==> src/rtl/ram_pkg.sv <==
// ============================================================================
// Module      : ram_pkg
// Description : Shared types and constants for the RAM port master.
// Revision    : 1.0 - initial release
// ============================================================================
`default_nettype none

package ram_pkg;

    typedef enum logic [0:0] {
        ST_IDLE  = 1'b0,
        ST_CLEAR = 1'b1
    } state_t;

    localparam int RSP_DEPTH = 3;
    localparam int CRD_W     = $clog2(RSP_DEPTH + 1);

endpackage

`default_nettype wire

==> src/rtl/ram_rsp_fifo.sv <==
// ============================================================================
// Module      : ram_rsp_fifo
// Description : Small read-response FIFO with occupancy count, any depth.
// Revision    : 1.0 - initial release
// ============================================================================
`default_nettype none

module ram_rsp_fifo
    import ram_pkg::*;
#(
    parameter int DEPTH = RSP_DEPTH,
    parameter int DWID  = 16,
    parameter int CW    = $clog2(DEPTH + 1)
) (
    input  logic            clk,
    input  logic            rst_n,
    input  logic            i_push,
    input  logic [DWID-1:0] i_push_data,
    input  logic            i_pop,
    output logic [DWID-1:0] o_head,
    output logic            o_empty,
    output logic [CW-1:0]   o_count
);

    localparam int PW = (DEPTH > 1) ? $clog2(DEPTH) : 1;

    logic [DWID-1:0] r_mem [DEPTH];
    logic [PW-1:0]   r_wr_ptr;
    logic [PW-1:0]   r_rd_ptr;
    logic [CW-1:0]   r_count;
    logic            w_pop;

    // Pointers wrap explicitly so non-power-of-two depths work.
    function automatic logic [PW-1:0] ptr_inc(input logic [PW-1:0] p);
        return (p == PW'(DEPTH - 1)) ? '0 : p + 1'b1;
    endfunction

    assign o_empty = (r_count == '0);
    assign o_count = r_count;
    assign o_head  = r_mem[r_rd_ptr];
    assign w_pop   = i_pop & ~o_empty;

    always_ff @(posedge clk or negedge rst_n) begin
        if (!rst_n) begin
            r_wr_ptr <= '0;
            r_rd_ptr <= '0;
            r_count  <= '0;
        end else begin
            if (i_push) r_wr_ptr <= ptr_inc(r_wr_ptr);
            if (w_pop)  r_rd_ptr <= ptr_inc(r_rd_ptr);
            case ({i_push, w_pop})
                2'b10:   r_count <= r_count + 1'b1;
                2'b01:   r_count <= r_count - 1'b1;
                default: r_count <= r_count;
            endcase
        end
    end

    always_ff @(posedge clk) begin
        if (i_push) r_mem[r_wr_ptr] <= i_push_data;
    end

endmodule

`default_nettype wire

==> src/rtl/ram_port_master.sv <==
// ============================================================================
// Module      : ram_port_master
// Description : Drives one RAM port from a request stream, returns read data
//               on a response stream, and provides a full-memory clear sweep.
// Revision    : 1.0 - initial release
// ============================================================================
`default_nettype none

module ram_port_master
    import ram_pkg::*;
#(
    parameter int              DEPTH   = 256,
    parameter int              AWID    = 8,
    parameter int              DWID    = 16,
    parameter logic [DWID-1:0] CLR_VAL = '0
) (
    input  logic            ctl__clk,
    input  logic            ctl__rst_n,
    input  logic            req__valid,
    output logic            req__ready,
    input  logic            req__we,
    input  logic [AWID-1:0] req__addr,
    input  logic [DWID-1:0] req__din,
    output logic            rsp__valid,
    input  logic            rsp__ready,
    output logic [DWID-1:0] rsp__dout,
    input  logic            clr__start,
    output logic            clr__busy,
    output logic            ram__clk,
    output logic            ram__we,
    output logic [AWID-1:0] ram__addr,
    output logic [DWID-1:0] ram__din,
    input  logic [DWID-1:0] ram__dout
);

    state_t          r_state;
    state_t          w_state_nxt;
    logic [AWID-1:0] r_clr_cnt;
    logic            r_inflight;
    logic [CRD_W-1:0] w_count;
    logic [CRD_W:0]  w_credit_used;
    logic            w_credit_ok;
    logic            w_fifo_empty;
    logic            w_req_fire;
    logic            w_clr_last;

    assign ram__clk = ctl__clk;

    // A read in flight already owns a FIFO slot, so it counts against credit.
    assign w_credit_used = (CRD_W + 1)'(r_inflight) + (CRD_W + 1)'(w_count);
    assign w_credit_ok   = (w_credit_used < (CRD_W + 1)'(RSP_DEPTH));
    assign w_req_fire    = req__valid & req__ready;
    assign w_clr_last    = (r_clr_cnt == AWID'(DEPTH - 1));

    always_comb begin
        w_state_nxt = r_state;
        req__ready  = 1'b0;
        clr__busy   = 1'b0;
        ram__we     = 1'b0;
        ram__addr   = '0;
        ram__din    = '0;
        case (r_state)
            ST_IDLE: begin
                req__ready = ctl__rst_n & w_credit_ok;
                if (req__valid & req__ready) begin
                    ram__we   = req__we;
                    ram__addr = req__addr;
                    ram__din  = req__din;
                end
                if (clr__start) w_state_nxt = ST_CLEAR;
            end
            ST_CLEAR: begin
                clr__busy = 1'b1;
                ram__we   = 1'b1;
                ram__addr = r_clr_cnt;
                ram__din  = CLR_VAL;
                if (w_clr_last) w_state_nxt = ST_IDLE;
            end
            default: w_state_nxt = ST_IDLE;
        endcase
    end

    always_ff @(posedge ctl__clk or negedge ctl__rst_n) begin
        if (!ctl__rst_n) begin
            r_state    <= ST_IDLE;
            r_clr_cnt  <= '0;
            r_inflight <= 1'b0;
        end else begin
            r_state    <= w_state_nxt;
            r_inflight <= w_req_fire & ~req__we;
            if (r_state == ST_CLEAR && !w_clr_last) r_clr_cnt <= r_clr_cnt + 1'b1;
            else                                    r_clr_cnt <= '0;
        end
    end

    // RAM output register holds the data one cycle after the read was issued.
    ram_rsp_fifo #(
        .DEPTH (RSP_DEPTH),
        .DWID  (DWID),
        .CW    (CRD_W)
    ) u_rsp_fifo (
        .clk         (ctl__clk),
        .rst_n       (ctl__rst_n),
        .i_push      (r_inflight),
        .i_push_data (ram__dout),
        .i_pop       (rsp__ready),
        .o_head      (rsp__dout),
        .o_empty     (w_fifo_empty),
        .o_count     (w_count)
    );

    assign rsp__valid = ~w_fifo_empty;

endmodule

`default_nettype wire

==> config.mk <==
export PLATFORM = sky130hd
export DESIGN_NAME = ram_port_master
export DESIGN_NICKNAME = d
export VERILOG_FILES = /design/src/rtl/ram_pkg.sv /design/src/rtl/ram_rsp_fifo.sv /design/src/rtl/ram_port_master.sv
export SDC_FILE = /design/constraint.sdc
export NUM_CORES = 1
export LEC_CHECK = 0
export BUFFER_PORTS_ARGS = -buffer_cell sky130_fd_sc_hd__clkbuf_2
export CAP_MARGIN = 25
export CORE_ASPECT_RATIO = 0.7
export CORE_UTILIZATION = 25
export CTS_BUF_LIST = sky130_fd_sc_hd__clkbuf_16
export DETAILED_ROUTE_END_ITERATION = 16
export GPL_TIMING_DRIVEN = 0
export SYNTH_ARGS = -nofsm -noshare
export SYNTH_HDL_FRONTEND = slang
export SYNTH_SLANG_ARGS = --single-unit
==> constraint.sdc <==
create_clock -name ctl__clk -period 2.1 [get_ports ctl__clk]
set_input_delay 0.105 -clock ctl__clk [delete_from_list [all_inputs] [get_ports ctl__clk]]
set_output_delay 0.105 -clock ctl__clk [all_outputs]
set_load 0.01 [all_outputs]
==> results.toml, run 1 <==
[power_and_ir_drop]
swShare_pct = 25.2
power.share.combinational_pct = 21.3
p_int_mw = 3.24
power.density_nw_per_um2 = 1000
pwr-share-clk_pct = 45.7
power.switching_mw = 1.09
p_seq_share_pct = 33.0
peakVddDrop_mv = 0.392
p_leak_nw = 1.85

[synthesis]
postSynthCellCount = 225
ys_ff_latch = 64
synth_xor_xnor_area_share_pct = 1.87
synth-seq-area-share_pct = 65.7
netlist_area_sq_um = 2800
synth_top_area_share_pct = 51.4
synth_warnings = 0
synth-compound-area-share_pct = 6.92
ys_types = 29
synth_enable_flop_cells = 48
synth_most_common_cell = "edfxtp_1"
synth_nets = 275
synth_area_leaders = "edfxtp_1 51%, dfrtp_1 14%, mux2i_1 6.1%"
synth.avg_cell_area_sq_um = 12.5
ys_top_cells_by_count = "48 x edfxtp_1, 39 x nand2_1, 28 x o21ai_0"
synth_top_family_by_area = "simple AND/OR/NAND/NOR gates"
synth_ff_type = "edfxtp_1"
synth-async-reset-ratio_pct = 25.0
yosysTopAreaCell = "edfxtp_1"
synth_adder_area_share_pct = 1.78
synth.mux.area_fraction_pct = 6.07
yosys.area_share.simple_pct = 14.5

[sta]
fin_crit_ps = 2170
drv_slew = 0
finClkSkew_ps = 6.33
maxSlewHeadroom_pct = 46.1
layout_setup_ws_ps = -70.1
hold_slack_ps = 176
finalHoldViolCount = 0
worst_slew_pin_slew_ps = 806
setup_viol = 17
rsz0062_at_grt = "yes"
post-route-period-util_pct = 103
clock.fmax_ghz = 0.461

[floorplanning]
dieArea_sq_um = 11700
die_h_um = 90.6
die_x_um = 129
start_util_pct = 26.4
coreArea_sq_um = 10600
io_pins = 91
row_count = 31

[worst_setup_path]
cp_cell_sequence = "ha_2 > ha_4 > a21boi_4 > and4b_4 > buf_6 > and2_4 > buf_6"
cp_common_cell = "buf_6"
crit_required_ps = 2000
critical_path.max_stage_delay_ps = 380
path_buf_inv = 2
critPathCaptureType = "output pin"
path_delay_family = "simple AND/OR/NAND/NOR gates"
crit_path_max_fanout = 7
critPathKind = "reg2out"
startpoint = "r_inflight"
r2r-start = "u_rsp_fifo.o_count[0]"
crit_path_start_kind = "flip-flop"
critPathSlowestCell = "dfrtp_1"
arrival_ps = 2070

[global_routing]
grt_pass1_wl_mm = 10.7
grt-ovfl-total = 0
grt_start_max_net_pins = 17
grt_use_total_pct = 12.5
antenna_found_initial = 0
grt_pass1_vias = 2121

[drt]
dr.pass1.iters = 4
wl_per_cell_um = 13.3
drc = 0
wl_mm = 6.80
vias = 2147
ant_nets = 0
first_iter_violations = 122
via_per_inst = 4.21

[layout]
fin_nets = 408
drive_above_1_share_pct = 41.4
syn2layout_area_growth_pct = 54.0
diodes = 0
final_util_pct = 40.6

[cts]
insertion_delay_ps = 430
cts_tree = "done"
path_clk_slew_ps = 50

[min_path]
hp-class = "in2reg"
worstHoldStart = "rsp__ready"

[place]
io_buffers = 90
place_hpwl_mm = 4.54
gp_congestion = 0.737

[outcome]
violations = "negative setup slack"
outcome = "finished, violations left"

[flow_run]
maxCapViolCount = 0
[sequential cells by signal, summed over array words and instances, names as in the netlist]
name / cells
r_state: 1
u_rsp_fifo.r_rd_ptr: 2
u_rsp_fifo.r_mem: 48
u_rsp_fifo.r_wr_ptr: 2
r_clr_cnt: 8
u_rsp_fifo.o_count: 2
r_inflight: 1
[repair_timing]
item | 4_1_cts | 5_1_grt
resized for setup | 19 | 57
setup endpoints to repair | 25 | 27
cloned | 2 | 0
hold buffers | 19 | 0
endpoints found under the hold margin | 66 | 0
pin swaps | 13 | 26
setup buffers | 5 | 0
[cell families after synthesis]
group / after synthesis
flip-flops: 64
AND/OR/NAND/NOR: 82
multiplexers: 17
XOR/XNOR: 6
AO/OA/AOI/OAI: 35
buffers and inverters: 17
adder cells (fa/ha/maj): 4
[tightest hold or removal path, cell delays in order]
cell and delay (ps):
clkbuf_2 80, o21ai_0 220, a21o_1 160
[cell usage in the layout (no fill, tap or decap), drive strengths merged, types with 2 or more instances in the layout]
master / instances
nor2: 9
and2: 17
xor2: 3
ha: 4
xnor2: 3
bufinv: 3
mux2i: 17
o21ai: 28
inv: 6
nand3b: 2
nor3: 2
or3: 2
nand4: 2
clkbuf: 80
a21o: 4
clkinv: 3
dfrtp: 16
a31oi: 2
nand3: 5
nor3b: 2
nand2: 39
dlygate4sd3: 19
buf: 42
edfxtp: 48
[power groups by stage]
stage | clock (mW) | sequential (mW) | combinational [mW]
after detailed placement | 0.0551 | 1.46 | 0.841
after floorplan | 0.0392 | 1.45 | 0.506
after CTS | 2.02 | 1.43 | 0.943
after global routing | 2.09 | 1.43 | 1.03
final | 1.98 | 1.43 | 0.924
after global placement | 0.0551 | 1.45 | 0.827
[layer usage]
metal | track usage, % | part of all wire, % | up-vias
li1 | - | - | 1067
met3 | 4.38 | 4.5 | 10
met5 | 0 | 0 | -
met1 | 16.5 | 47 | 1026
met4 | 6.76 | 1.5 | 0
met2 | 17.7 | 47 | 44
[area by class of cell]
cell class                 count  area (sq um)
buffer                        11          76.3
sequential                    64          1840
clock buffer                  13           305
clock inverter                 6           109
multi-input combinational    145           955
timing repair buffer         117           823
tap                          148           185
inverter                       6          22.5
fill                        1035          6310
[final timing paths]
kind / end / slack (ps) / depth (start not counted)
min in group asynchronous: r_clr_cnt[4] / 360 / 2
max in group asynchronous: u_rsp_fifo.r_rd_ptr[0] / 1230 / 2
setup reg to reg: u_rsp_fifo.o_count[1] / 330 / 6
hold / removal: u_rsp_fifo.r_rd_ptr[1] / 180 / 3
setup / recovery: ram__din[3] / -70 / 7
hold reg to reg: r_clr_cnt[0] / 540 / 1
[through the flow]
stage | instance area [sq um] | power [mW] | instances | TNS, ps | worst slack [ps]
after floorplan | 2810 | 2.00 | 225 | 0 | 9.91
after global placement | 3440 | 2.34 | 463 | -13880 | -832
after detailed placement | 3490 | 2.35 | 466 | 0 | 154
after CTS | 4190 | 4.39 | 510 | -1690 | -115
after global routing | 4320 | 4.56 | 510 | -2700 | -150
final | 4320 | 4.33 | 510 | -788 | -70.1
Power figures use the tool's default switching activity.
==> inputs of run 2 (changes only) <==
RECOVER_POWER = 50   (was default)
==> results.toml, run 2 (synthesized netlist as in run 1, its figures left out) <==
[outcome]
outcome = "finished, violations left"
violations = "negative setup slack"

[drt]
wl_mm = 6.81
first_iter_violations = 130
ant_nets = 0
vias = 2138
dr.pass1.iters = 4
wl_per_cell_um = 13.3
drc = 0
via_per_inst = 4.19

[power_and_ir_drop]
peakVddDrop_mv = 0.392
power.total_mw = 4.32
p_leak_nw = 1.80
power.density_nw_per_um2 = 1010

[sta]
worst_slew_pin_slew_ps = 806
fin_crit_ps = 2170
rsz0062_at_grt = "yes"
clock.fmax_ghz = 0.461
layout_setup_ws_ps = -70.1
hold_slack_ps = 184
finalHoldViolCount = 0
setup_viol = 18
fin_tns_setup_ps = -794
maxSlewHeadroom_pct = 46.1
drv_slew = 0
post-route-period-util_pct = 103
finClkSkew_ps = 6.07

[global_routing]
grt_pass1_wl_mm = 10.7
grt_use_total_pct = 12.5
antenna_found_initial = 0
grt_start_max_net_pins = 17
grt-ovfl-total = 0
grt_pass1_vias = 2121

[cts]
path_clk_slew_ps = 50
insertion_delay_ps = 430
cts_tree = "done"

[place]
place_hpwl_mm = 4.54
gp_congestion = 0.737
dp.cells = 466
pre_cts_ws_ps = 154
io_buffers = 90
dpl-instance-area_sq_um = 3490

[worst_setup_path]
critPathKind = "reg2out"
critical_path.max_stage_delay_ps = 380
critPathCaptureType = "output pin"
crit_required_ps = 2000
crit_path_start_kind = "flip-flop"
critPathSlowestCell = "dfrtp_1"
arrival_ps = 2070
cp_common_cell = "buf_6"
cp_cell_sequence = "ha_2 > ha_4 > a21boi_4 > and4b_4 > buf_6 > and2_4 > buf_6"
crit_path_max_fanout = 7

[floorplanning]
start_util_pct = 26.4
row_count = 31
coreArea_sq_um = 10600
io_pins = 91
dieArea_sq_um = 11700
die_x_um = 129
die_h_um = 90.6

[layout]
layout_commonest_cell = "clkbuf_2"
largest_register_ffs = 48
syn2layout_area_growth_pct = 53.1
diodes = 0
stdcell_area_sq_um = 4290
largestRegisters = "u_rsp_fifo.r_mem (48), r_clr_cnt (8)"
nFillCells = 1046
top_register = "u_rsp_fifo.r_mem"
layout_common_cells = "49 x clkbuf_2, 48 x edfxtp_1, 39 x nand2_1"
final_util_pct = 40.4
drive_above_1_share_pct = 36.5
fin_cells = 510
fin_nets = 408

[flow_run]
maxCapViolCount = 0

[min_path]
hp-class = "in2reg"
run 2: changes by cell type in the layout (fill, tap and decap cells not counted):
cell and delta:
clkbuf_1 +17, clkbuf_2 -17, nor2_1 +1, nor2_2 -1
run 2: worst max-delay path, delay by kind of cell, from the launching register on:
family,cells,cell delay (ps)
AOI/OAI and AO/OA,1,160
adders and majority gates,2,420
buffers and inverters,2,230
DFF,1,380
and+or+nand+nor,2,450
run 2: routing by layer:
metal  wire length [um]  up-vias  GRT usage [%]
met1               3220     1017           16.5
met5                  0        -              0
li1                   -     1065              -
met2               3190       46           17.7
met3                292       10           4.38
met4                104        0           6.76
run 2: layout make-up:
| class | count | area, sq um | share of cell area, % |
|---|---|---|---|
| plain buffers | 11 | 76.3 | 1.78 |
| multi-input cells | 145 | 952 | 22.2 |
| clock inverters | 6 | 109 | 2.53 |
| inverters | 6 | 22.5 | 0.524 |
| well taps | 148 | 185 | 4.31 |
| clock buffers | 13 | 305 | 7.11 |
| repair buffers | 117 | 802 | 18.7 |
| flip-flops and latches | 64 | 1840 | 42.9 |
run 2: power by group:
| part | internal [mW] | switching [mW] |
|---|---|---|
| registers | 1.40 | 0.0268 |
| logic | 0.407 | 0.514 |
| clock network | 1.43 | 0.547 |
run 2: worst paths after layout:
| path | end | depth (start not counted) | start | slack [ps] |
|---|---|---|---|---|
| min in group asynchronous | r_clr_cnt[4] | 2 | ctl__rst_n | 360 |
| hold reg to reg | r_clr_cnt[0] | 1 | r_clr_cnt[0] | 540 |
| setup / recovery | ram__din[3] | 7 | r_inflight | -70 |
| setup reg to reg | u_rsp_fifo.o_count[1] | 6 | u_rsp_fifo.o_count[0] | 310 |
| max in group asynchronous | u_rsp_fifo.r_wr_ptr[1] | 2 | ctl__rst_n | 1230 |
| hold / removal | u_rsp_fifo.r_rd_ptr[1] | 3 | rsp__ready | 180 |
run 2: what timing repair did:
action                     4_1_cts  5_1_grt
hold buffers                    19        0
cloned                           2        0
hold endpoints to repair        66        0
buffers inserted                 5        0
pin swaps                       13       26
setup endpoints to repair       25       27
resized for setup               19       57
==> inputs of run 3 (changes only) <==
SETUP_SLACK_MARGIN = 0.1   (was default)
SYNTH_HIERARCHICAL = 1   (was default)
==> results.toml, run 3 <==
[sta]
fin_crit_ps = 2130
setup_viol = 16
post-route-period-util_pct = 101
maxSlewHeadroom_pct = 41.2
rsz0062_at_grt = "yes"
hold_slack_ps = 81.5
clock.fmax_ghz = 0.470
finClkSkew_ps = 7.32
layout_setup_ws_ps = -26.2
fin_tns_setup_ps = -206
worst_slew_pin_slew_ps = 879
finalHoldViolCount = 0
drv_slew = 0

[worst_setup_path]
path_buf_inv = 3
crit_required_ps = 2000
critPathSlowestCell = "dfrtp_1"
crit_path_start_kind = "flip-flop"
cp_cell_sequence = "ha_4 > ha_4 > nand2_2 > and4_1 > buf_6 > buf_8 > and2_4 > buf_6"
critPathCaptureType = "output pin"
crit_path_max_fanout = 5
critPathKind = "reg2out"
critical_path.max_stage_delay_ps = 410
arrival_ps = 2020
path_delay_family = "adder cells"

[layout]
top_register = "u_rsp_fifo/r_mem"
largest_register_ffs = 48
final_util_pct = 39.7
diodes = 0
largestRegisters = "u_rsp_fifo/r_mem (48), r_clr_cnt (8)"
syn2layout_area_growth_pct = 54.6
layout_common_cells = "48 x edfxtp_1, 46 x clkbuf_2, 30 x nand2_1, 21 x clkbuf_1, 19 x dlygate4sd3_1"
drive_above_1_share_pct = 36.6
fin_cells = 516
fin_nets = 408
stdcell_area_sq_um = 4390
layout_commonest_cell = "edfxtp_1"

[synthesis]
yosysTopAreaCell = "edfxtp_1"
synth_area_leaders = "edfxtp_1 51%, dfrtp_1 14%, mux2i_1 5.6%"
postSynthCellCount = 227
synth_top_area_share_pct = 50.8
ys_types = 35
synth-seq-area-share_pct = 64.9
synth_ff_type = "edfxtp_1"
synth_nets = 277
netlist_area_sq_um = 2840
synth_warnings = 6
ys_top_cells_by_count = "48 x edfxtp_1, 31 x nand2_1, 18 x o21ai_0"
synth-async-reset-ratio_pct = 25.0
ys_ff_latch = 64
synth.avg_cell_area_sq_um = 12.5
synth_enable_flop_cells = 48
synth_most_common_cell = "edfxtp_1"

[cts]
path_clk_slew_ps = 60
insertion_delay_ps = 440
cts_tree = "done"

[place]
dp.cells = 471
pre_cts_ws_ps = 218
dpl-instance-area_sq_um = 3520
gp_congestion = 0.741
place_hpwl_mm = 4.48
io_buffers = 89

[min_path]
hp-class = "in2reg"

[outcome]
violations = "design-rule violations, negative setup slack"
outcome = "finished, violations left"

[drt]
wl_per_cell_um = 13.6
ant_nets = 0
vias = 2231
drc = 2
via_per_inst = 4.32
first_iter_violations = 117
dr.pass1.iters = 10
wl_mm = 7.00

[power_and_ir_drop]
peakVddDrop_mv = 0.447
power.total_mw = 4.51
power.density_nw_per_um2 = 1030
p_leak_nw = 1.81
power.switching_mw = 1.19
p_int_mw = 3.32
power.share.combinational_pct = 22.9
pwr-share-clk_pct = 45.2
p_seq_share_pct = 31.8
swShare_pct = 26.4

[global_routing]
antenna_found_initial = 0
grt-ovfl-total = 0
grt_pass1_vias = 2330
grt_pass1_wl_mm = 11.3
grt_use_total_pct = 13.1
grt_start_max_net_pins = 18

[flow_run]
maxCapViolCount = 0

[floorplanning]
die_x_um = 129
io_pins = 91
coreArea_sq_um = 11100
die_h_um = 91.2
row_count = 32
start_util_pct = 25.7
dieArea_sq_um = 11800
[run 3: per-layer routing]
layer / vias up / track usage, % / share of wire (%)
li1: 1084 / - / -
met1: 1087 / 15.4 / 42
met2: 45 / 20.3 / 51
met3: 15 / 5.36 / 4.7
met4: 0 / 7.16 / 2.3
met5: - / 0 / 0
[run 3: worst register-to-register path: cells and delay by family (launching register included)]
| family | cells | cell delay (ps) |
|---|---|---|
| buffers and inverters | 3 | 490 |
| flip-flops | 1 | 380 |
| AND/OR/NAND/NOR | 1 | 650 |
[run 3: repair_timing]
action / in CTS / in global routing
endpoints found under the setup margin: 26 / 26
pin swaps: 19 / 7
hold endpoints to repair: 66 / 0
hold buffers: 19 / 0
resized for setup: 43 / 44
buffers inserted: 4 / 0
gates cloned: 3 / 0
[run 3: worst paths after layout]
check / start / cells past startpoint / end / slack, ps
worst max-delay path: u_rsp_fifo/o_count[0] / 8 / ram__din[14] / -30
worst min-delay path: rsp__ready / 4 / u_rsp_fifo/r_rd_ptr[1] / 80
worst max register to register: r_inflight / 4 / u_rsp_fifo/r_mem[2][14] / 280
worst min register to register: r_clr_cnt[0] / 1 / r_clr_cnt[0] / 510
max in group asynchronous: ctl__rst_n / 2 / r_inflight / 1310
min in group asynchronous: ctl__rst_n / 2 / u_rsp_fifo/r_rd_ptr[0] / 330
[run 3: kinds of logic (layout without fill, tap and decap cells)]
| group | count (synthesis) | in the layout | synth area share (%) |
|---|---|---|---|
| compound gates | 37 | 37 | 7.36 |
| fa+ha+maj | 4 | 4 | 1.76 |
| buf+inv | 21 | 157 | 4.27 |
| flops | 64 | 64 | 64.9 |
| xor+xnor | 6 | 6 | 1.85 |
| simple gates | 79 | 79 | 14.2 |
| mux | 16 | 16 | 5.64 |
[run 3: power groups by stage]
stage	sequential, mW	combinational, mW	clock [mW]
6_report	1.43	1.03	2.04
5_1_grt	1.44	1.15	2.12
4_1_cts	1.43	1.04	2.06
3_5_place_dp	1.46	0.898	0.0551
3_3_place_gp	1.46	0.890	0.0551
2_1_floorplan	1.45	0.572	0.0392
[run 3: layout make-up]
cell class	count	area [sq um]
fill	1074	6660
multi-input combinational	142	970
inverter	7	26.3
sequential	64	1840
clock buffer	13	305
clock inverter	7	119
buffer	14	126
tap	153	191
timing repair buffer	116	808
